==> src/rtl/color_box_finder.sv <==
// color_box_finder: per-frame bounding box of pixels matching a key colour within a tolerance
module color_box_finder #(
  parameter logic [11:0] V_ACT = 12'd720,
  parameter logic [11:0] H_ACT = 12'd1280,
  parameter int MIN_PIXELS = 16,
  parameter int CNT_W = 20,
  localparam int V_BITS = $clog2(V_ACT),
  localparam int H_BITS = $clog2(H_ACT)
) (
  input  logic              clk,
  input  logic              rst,
  input  logic              en,
  input  logic [H_BITS-1:0] x,
  input  logic [V_BITS-1:0] y,
  input  logic              i_de,
  input  logic              i_vsync,
  input  logic [7:0]        i_r,
  input  logic [7:0]        i_g,
  input  logic [7:0]        i_b,
  input  logic [23:0]       key_color,
  input  logic [7:0]        tolerance,
  output logic [H_BITS-1:0] start_x,
  output logic [V_BITS-1:0] start_y,
  output logic [H_BITS-1:0] end_x,
  output logic [V_BITS-1:0] end_y,
  output logic              box_valid,
  output logic              frame_done,
  output logic [CNT_W-1:0]  match_count
);
  localparam logic [H_BITS-1:0] H_MAX = H_BITS'(H_ACT - 12'd1);
  localparam logic [V_BITS-1:0] V_MAX = V_BITS'(V_ACT - 12'd1);
  typedef enum logic [1:0] {IDLE, SCAN, COMMIT} state_t;
  state_t state;
  logic [H_BITS-1:0] x_q, min_x, max_x;
  logic [V_BITS-1:0] y_q, min_y, max_y;
  logic [CNT_W-1:0] cnt;
  logic vs_q, vs_qq, hit_q, vs_edge, enough;
  function automatic logic near(input logic [7:0] a, input logic [7:0] b, input logic [7:0] t);
    return ((a > b) ? a - b : b - a) <= t;
  endfunction
  assign vs_edge = vs_q && !vs_qq;
  assign enough = cnt >= CNT_W'(MIN_PIXELS);
  always_ff @(posedge clk) begin
    if (rst) begin
      x_q <= '0;
      y_q <= '0;
      vs_q <= 1'b0;
      vs_qq <= 1'b0;
      hit_q <= 1'b0;
    end else begin
      x_q <= x;
      y_q <= y;
      vs_q <= i_vsync;
      vs_qq <= vs_q;
      hit_q <= en && i_de && x <= H_MAX && y <= V_MAX &&
               near(i_r, key_color[23:16], tolerance) &&
               near(i_g, key_color[15:8], tolerance) &&
               near(i_b, key_color[7:0], tolerance);
    end
  end
  always_ff @(posedge clk) begin
    if (rst) begin
      state <= IDLE;
      min_x <= H_MAX;
      min_y <= V_MAX;
      max_x <= '0;
      max_y <= '0;
      cnt <= '0;
      start_x <= '0;
      start_y <= '0;
      end_x <= '0;
      end_y <= '0;
      box_valid <= 1'b0;
      frame_done <= 1'b0;
      match_count <= '0;
    end else begin
      frame_done <= 1'b0;
      case (state)
        IDLE: if (vs_edge) begin
          min_x <= H_MAX;
          min_y <= V_MAX;
          max_x <= '0;
          max_y <= '0;
          cnt <= '0;
          state <= SCAN;
        end
        SCAN: if (vs_edge) state <= COMMIT;
        else if (hit_q) begin
          min_x <= (x_q < min_x) ? x_q : min_x;
          max_x <= (x_q > max_x) ? x_q : max_x;
          min_y <= (y_q < min_y) ? y_q : min_y;
          max_y <= (y_q > max_y) ? y_q : max_y;
          cnt <= (&cnt) ? cnt : cnt + 1'b1;
        end
        COMMIT: begin
          start_x <= enough ? min_x : '0;
          start_y <= enough ? min_y : '0;
          end_x <= enough ? max_x : '0;
          end_y <= enough ? max_y : '0;
          box_valid <= enough;
          match_count <= cnt;
          frame_done <= 1'b1;
          min_x <= H_MAX;
          min_y <= V_MAX;
          max_x <= '0;
          max_y <= '0;
          cnt <= '0;
          state <= SCAN;
        end
        default: state <= IDLE;
      endcase
    end
  end
endmodule

==> config.mk <==
export PLATFORM = sky130hd
export DESIGN_NAME = color_box_finder
export DESIGN_NICKNAME = d
export VERILOG_FILES = /design/src/rtl/color_box_finder.sv
export SDC_FILE = /design/constraint.sdc
export NUM_CORES = 1
export LEC_CHECK = 0
export ABC_AREA = 1
export BUFFER_PORTS_ARGS = -buffer_cell sky130_fd_sc_hd__buf_2
export CAP_MARGIN = 40
export CORE_MARGIN = 5
export CORE_UTILIZATION = 58
export CTS_CLUSTER_DIAMETER = 120
export DETAILED_ROUTE_END_ITERATION = 7
export HOLD_SLACK_MARGIN = 0.1
export PLACE_DENSITY_LB_ADDON = 0.12
export SYNTH_ARGS = -nofsm -noshare
export SYNTH_HDL_FRONTEND = slang
export SYNTH_SLANG_ARGS = --single-unit
==> constraint.sdc <==
create_clock -name clk -period 3.4 [get_ports clk]
set_clock_uncertainty 0.05 [all_clocks]
set_input_delay 0.68 -clock clk [delete_from_list [all_inputs] [get_ports clk]]
set_output_delay 0.68 -clock clk [all_outputs]
set_load 0.03 [all_outputs]
# Word level (Yosys, flattened, before mapping)
# Cells that the tools add are included.
dict set report word_totals {
  inputBits 82
  out_inout_bits 64
  wordCells 102
  register_bits 152
}
dict set report op_classes {
  reduce_logical 17
  n_lt_le_gt_ge 13
  n_eq_ne 11
  add_sub_neg 7
  mux 36
}
# op n
set ops {}
lappend ops {{$mux W11} 10}
lappend ops {{$mux W10} 10}
lappend ops {{$mux W20} 4}
lappend ops {{$pmux W11 S3} 2}
lappend ops {{$pmux W10 S3} 2}
lappend ops {{$pmux W20 S3} 1}
lappend ops {{$sub A8 B8 Y8} 6}
lappend ops {{$reduce_and A5 Y1} 5}
lappend ops {{$gt A8 B8 Y1} 3}
lappend ops {{$le A8 B8 Y1} 3}
lappend ops {{$mux W8} 3}
lappend ops {{$add A20 B1 Y20 const B} 1}
lappend ops {{$ge A20 B5 Y1 const B} 1}
lappend ops {{$reduce_and A20 Y1} 1}
lappend ops {{$ne A2 B2 Y1 const B} 9}
lappend ops {{$gt A11 B11 Y1} 1}
lappend ops {{$le A11 B11 Y1 const B} 1}
lappend ops {{$lt A11 B11 Y1} 1}
lappend ops {{$gt A10 B10 Y1} 1}
lappend ops {{$le A10 B10 Y1 const B} 1}
lappend ops {{$lt A10 B10 Y1} 1}
lappend ops {{$logic_and A1 B1 Y1} 7}
lappend ops {{$pmux W2 S3} 1}
lappend ops {{$mux W2} 2}
lappend ops {{other kinds (7)} 7}

# Depth between registers and ports, before layout
dict set report logic_depth {
  word_depth 6
  depth_mapped 22
  mapped_depth_nobuf 22
}

# Least setup slack after synthesis
# Ideal clock, no wire load.
dict set report synth_path {
  path_kind {input -> register}
  from {in i_g[0]}
  to {reg hit_q}
  t_required_ns 3.240
  setup_ns 0.110
  path_slack_ns 0.361
  path_buffers 0
  stages 22
  arrival_time_ns 2.879
  cell_sequence {inv_1 -> ha_1 -> inv_1 -> fa_1 -> inv_1 -> o21ai_1 -> a21oi_1 -> nand2_1 -> nand2_1 -> nand2_1 -> nand2_1 -> nand2_1 -> nand2_1 -> inv_1 -> ha_1 -> nand2_1 -> nor2_1 -> nand2_1 -> o211ai_1 -> o21ai_0 -> nand2_1 -> nor2_1}
}
dict set report synth_via {
  elab_chain_cells 5
}
# element line
set synth_lines {}
lappend synth_lines {{start, declared} 18} ;# input logic [7:0] i_g,
lappend synth_lines {{$sub A8 B8 Y8 or $gt A8 B8 Y1 (tied branches)} 39} ;# return ((a > b) ? a - b : b - a) <= t;
lappend synth_lines {{$mux W8 (*)} 39}
lappend synth_lines {{$le A8 B8 Y1 (*)} 39}
lappend synth_lines {{$logic_and A1 B1 Y1 (*)} 56} ;# near(i_r, key_color[23:16], tolerance) &&
lappend synth_lines {{$logic_and A1 B1 Y1 (*)} 57} ;# near(i_g, key_color[15:8], tolerance) &&
lappend synth_lines {{end signal, assigned} 55} ;# hit_q <= en && i_de && x <= H_MAX && y <= V_MAX &&
lappend synth_lines {{end, declared} 37} ;# logic vs_q, vs_qq, hit_q, vs_edge, enough;
# Mark *: on every way between the ends. The rest lies on a longest branch, timed or not.
# A chain may end at the register's enable or synchronous reset.

# Worst setup path in the final report
# Ends and elaborated chain as after synthesis.

==> metrics.md <==
| Metric | Value |
|---|---|
| Commonest cells post-synth | `nand2_1, inv_1, a21oi_1` |
| Worst-Margin Slew | `903 ps` |
| Origin of the worst setup path | `i_g[0]` |
| Port buffer count | `between 100 and 150` |
| Area contributors post-synth | `dfxtp_1, ha_1, nand2_1, a21oi_1, inv_1` |
| Io pins | `146` |
| Routability cong. | `about 0.95` |
| FF+latch count, synth | `between 150 and 200` |
| RSZ-0062 raised after global routing | `no` |
| Number of global-route vias before repair | `between 8000 and 9000` |
| Die Wd | `between 100 and 150 um` |
| WHS | `392 ps` |
| Count leader, synth | `nand2_1` |
| Reg2reg end | `min_x[2]` |
| Crit path required time | `3670 ps` |
| Diodes inserted | `0` |
| Post-synth ARST share | `0%` |
| CTS Buf Count | `17` |
| Max FO, Critical Path | `8` |
| Post-synth top area share | `between 30% and 40%` |
| Final nets | `approximately 1700` |
| Top cell type by total area after synthesis | `dfxtp_1` |
| CTS root buffer | `clkbuf_16` |
| Final setup margin | `342 ps` |
| Reg2Reg Depth | `9` |
| Rows | `47` |
| Global-route wire length before repair | `41400 um` |
| Yosys warns | `0` |
| Dpl hpwl | `18400 um` |
| Vias | `9234` |
| Routed WL per cell | `13.7 um` |
| Final Slew Violations | `0` |
| Initial Util | `59.3%` |
| CTS sink count | `about 150` |
| Maximum clock path buffer count | `2` |
| Syn Nets | `1607` |
| Post-synth cell types | `40` |
| Mapped cell area | `9830 sq um` |
| TritonRoute pass-1 iters | `6` |
| Grt total ovfl | `0` |
| Hold_buf cts | `0` |
| R2r startpoint | `min_x[6]` |
| Crit Path Class | `in -> reg` |
| Syn_area_per_cell | `6.98 sq um` |
| Ys flop type | `dfxtp_1` |
| ANT nets after route | `0` |
| Final TNS setup | `0 ps` |
| DRT Wirelength | `24100 um` |
| Worst-Skew Late Latency | `430 ps` |
| Via density | `between 5 and 6` |
| Largest net degree at the start of global routing | `70` |
| Post-layout minimum cycle time | `3060 ps` |
| Power Density | `413 nW/um^2` |
| DRT iter0 DRCs | `~480` |
| Initial antenna violation count | `0` |
| WP data arrival | `about 3300 ps` |
| Global Route Usage Sum | `24.8%` |
| LEAKAGE | `5.60 nW` |
| Number of synthesized flops with an enable pin | `0` |
| Final hold viol count | `0` |
| Post-cts resize count | `0` |
| Sequential cell area fraction in the yosys report | `a little under a third` |
| CTS tree | `built` |
| Outcome | `finished clean` |
| R2R Setup Slk | `700 ps` |
| Dpl ws | `-55.7 ps` |
| # DRC | `0` |
| Core area | `16600 sq um` |
| Hold Path Class | `in -> reg` |
| Final setup vio count | `0` |
| Htree depth | `4` |
| Clock transition at path regs | `70 ps` |
| Period utilization | `89.9%` |
| Area growth syn-to-layout | `15.2%` |
| Die area | `19600 sq um` |
| Relative slew slack | `39.2%` |
| Setup repair bufs after CTS | `0` |
| Fill cells | `1527` |
| CP Capture Type | `register` |
| CP Launch Type | `input port` |
| Die height | `approximately 140 um` |
| Max_cap viols | `0` |
| Critical Path Sink | `hit_q` |
| Layout cells sized above 1 | `between 10% and 20%` |
| Max Fclk | `327 MHz` |
| Gate Count Post-Synth | `between 1000 and 1500` |
| Peak supply drop | `about 0.39 mV` |
## registers in the layout, indices dropped and copies added, names as in the netlist
name / count
cnt: 20
y_q: 10
max_x: 11
frame_done: 1
box_valid: 1
state: 2
max_y: 10
vs_q: 1
start_y: 10
min_y: 10
x_q: 11
end_x: 11
vs_qq: 1
hit_q: 1
min_x: 11
match_count: 20
end_y: 10
start_x: 11
## per-stage QoR
stage,instance area [sq um],std cells,utilization (%),total power [mW]
after detailed placement,10700,1732,64.7,2.83
after CTS,11300,1764,68.3,4.70
final,11300,1764,68.3,4.67
after global routing,11300,1764,68.3,4.94
after global placement,10700,1732,64.7,2.82
after floorplan,9830,1408,-,2.58
## cells in the final DEF (no fill, tap or decap), drive strengths merged, types with 10 or more instances in the layout
master  instances
clkbuf         17
o221ai         10
o211ai         11
dfxtp         152
nand2         272
nor3           10
nand3          92
ha            111
inv           218
o21ai          79
nor2          123
or2            39
xor2           34
a21boi         11
nand4          15
a21oi         157
buf           164
## worst max-delay path, cell delays in order
cell	delay, ps
buf_2	110
inv_1	50
ha_1	190
inv_1	70
fa_1	390
inv_1	90
o21ai_1	100
a21oi_1	180
nand2_1	70
nand2_1	190
nand2_1	110
nand2_1	80
nand2_1	40
nand2_1	50
inv_1	40
ha_1	280
nand2_1	80
nor2_1	140
nand2_1	80
o211ai_1	70
o21ai_0	110
nand2_1	100
nor2_1	40
## metal layers
| layer | up-vias | GRT usage [%] | share of wire (%) |
|---|---|---|---|
| met5 | - | 0 | 0 |
| met4 | 0 | 7.60 | 2.0 |
| met3 | 39 | 5.35 | 4.6 |
| met2 | 208 | 42.5 | 48 |
| met1 | 4219 | 31.3 | 45 |
| li1 | 4768 | - | - |
## how the worst min path moves through the flow
| stage | startpoint | endpoint | slack [ps] | cells after the start |
|---|---|---|---|---|
| 2_1_floorplan | vs_q | vs_qq | 370 | 2 |
| 3_3_place_gp | vs_q | vs_qq | 380 | 2 |
| 3_5_place_dp | vs_q | vs_qq | 400 | 2 |
| 4_1_cts | x[4] | x_q[4] | 380 | 3 |
| 5_1_grt | x[5] | x_q[5] | 390 | 3 |
| 6_report | x[3] | x_q[3] | 390 | 3 |
## final cells by class
type | instances | area [sq um] | area share, %
Tap cell | 220 | 275 | 2.43
Inverter | 210 | 788 | 6.96
Sequential cell | 152 | 3040 | 26.9
Multi-Input combinational cell | 986 | 5750 | 50.8
Clock inverter | 15 | 161 | 1.43
Timing Repair Buffer | 164 | 881 | 7.78
Clock buffer | 17 | 425 | 3.76
## power by group
| part | internal [mW] | switching (mW) | leakage (nW) |
|---|---|---|---|
| Combinational | 0.367 | 0.572 | 4.07 |
| Sequential | 1.83 | 0.0341 | 1.24 |
| Clock | 1.04 | 0.831 | 0.284 |
| Total | 3.24 | 1.44 | 5.60 |
## kinds of logic after synthesis
kind of cell	after synthesis	synth area share (%)
AOI/OAI and AO/OA	275	15.2
buffers and inverters	270	10.6
and+or+nand+nor	554	24.4
DFF	152	31.0
adders and majority gates	117	15.4
xor gates and xnor gates	40	3.56
No activity file was read; power rests on OpenSTA's default activity.
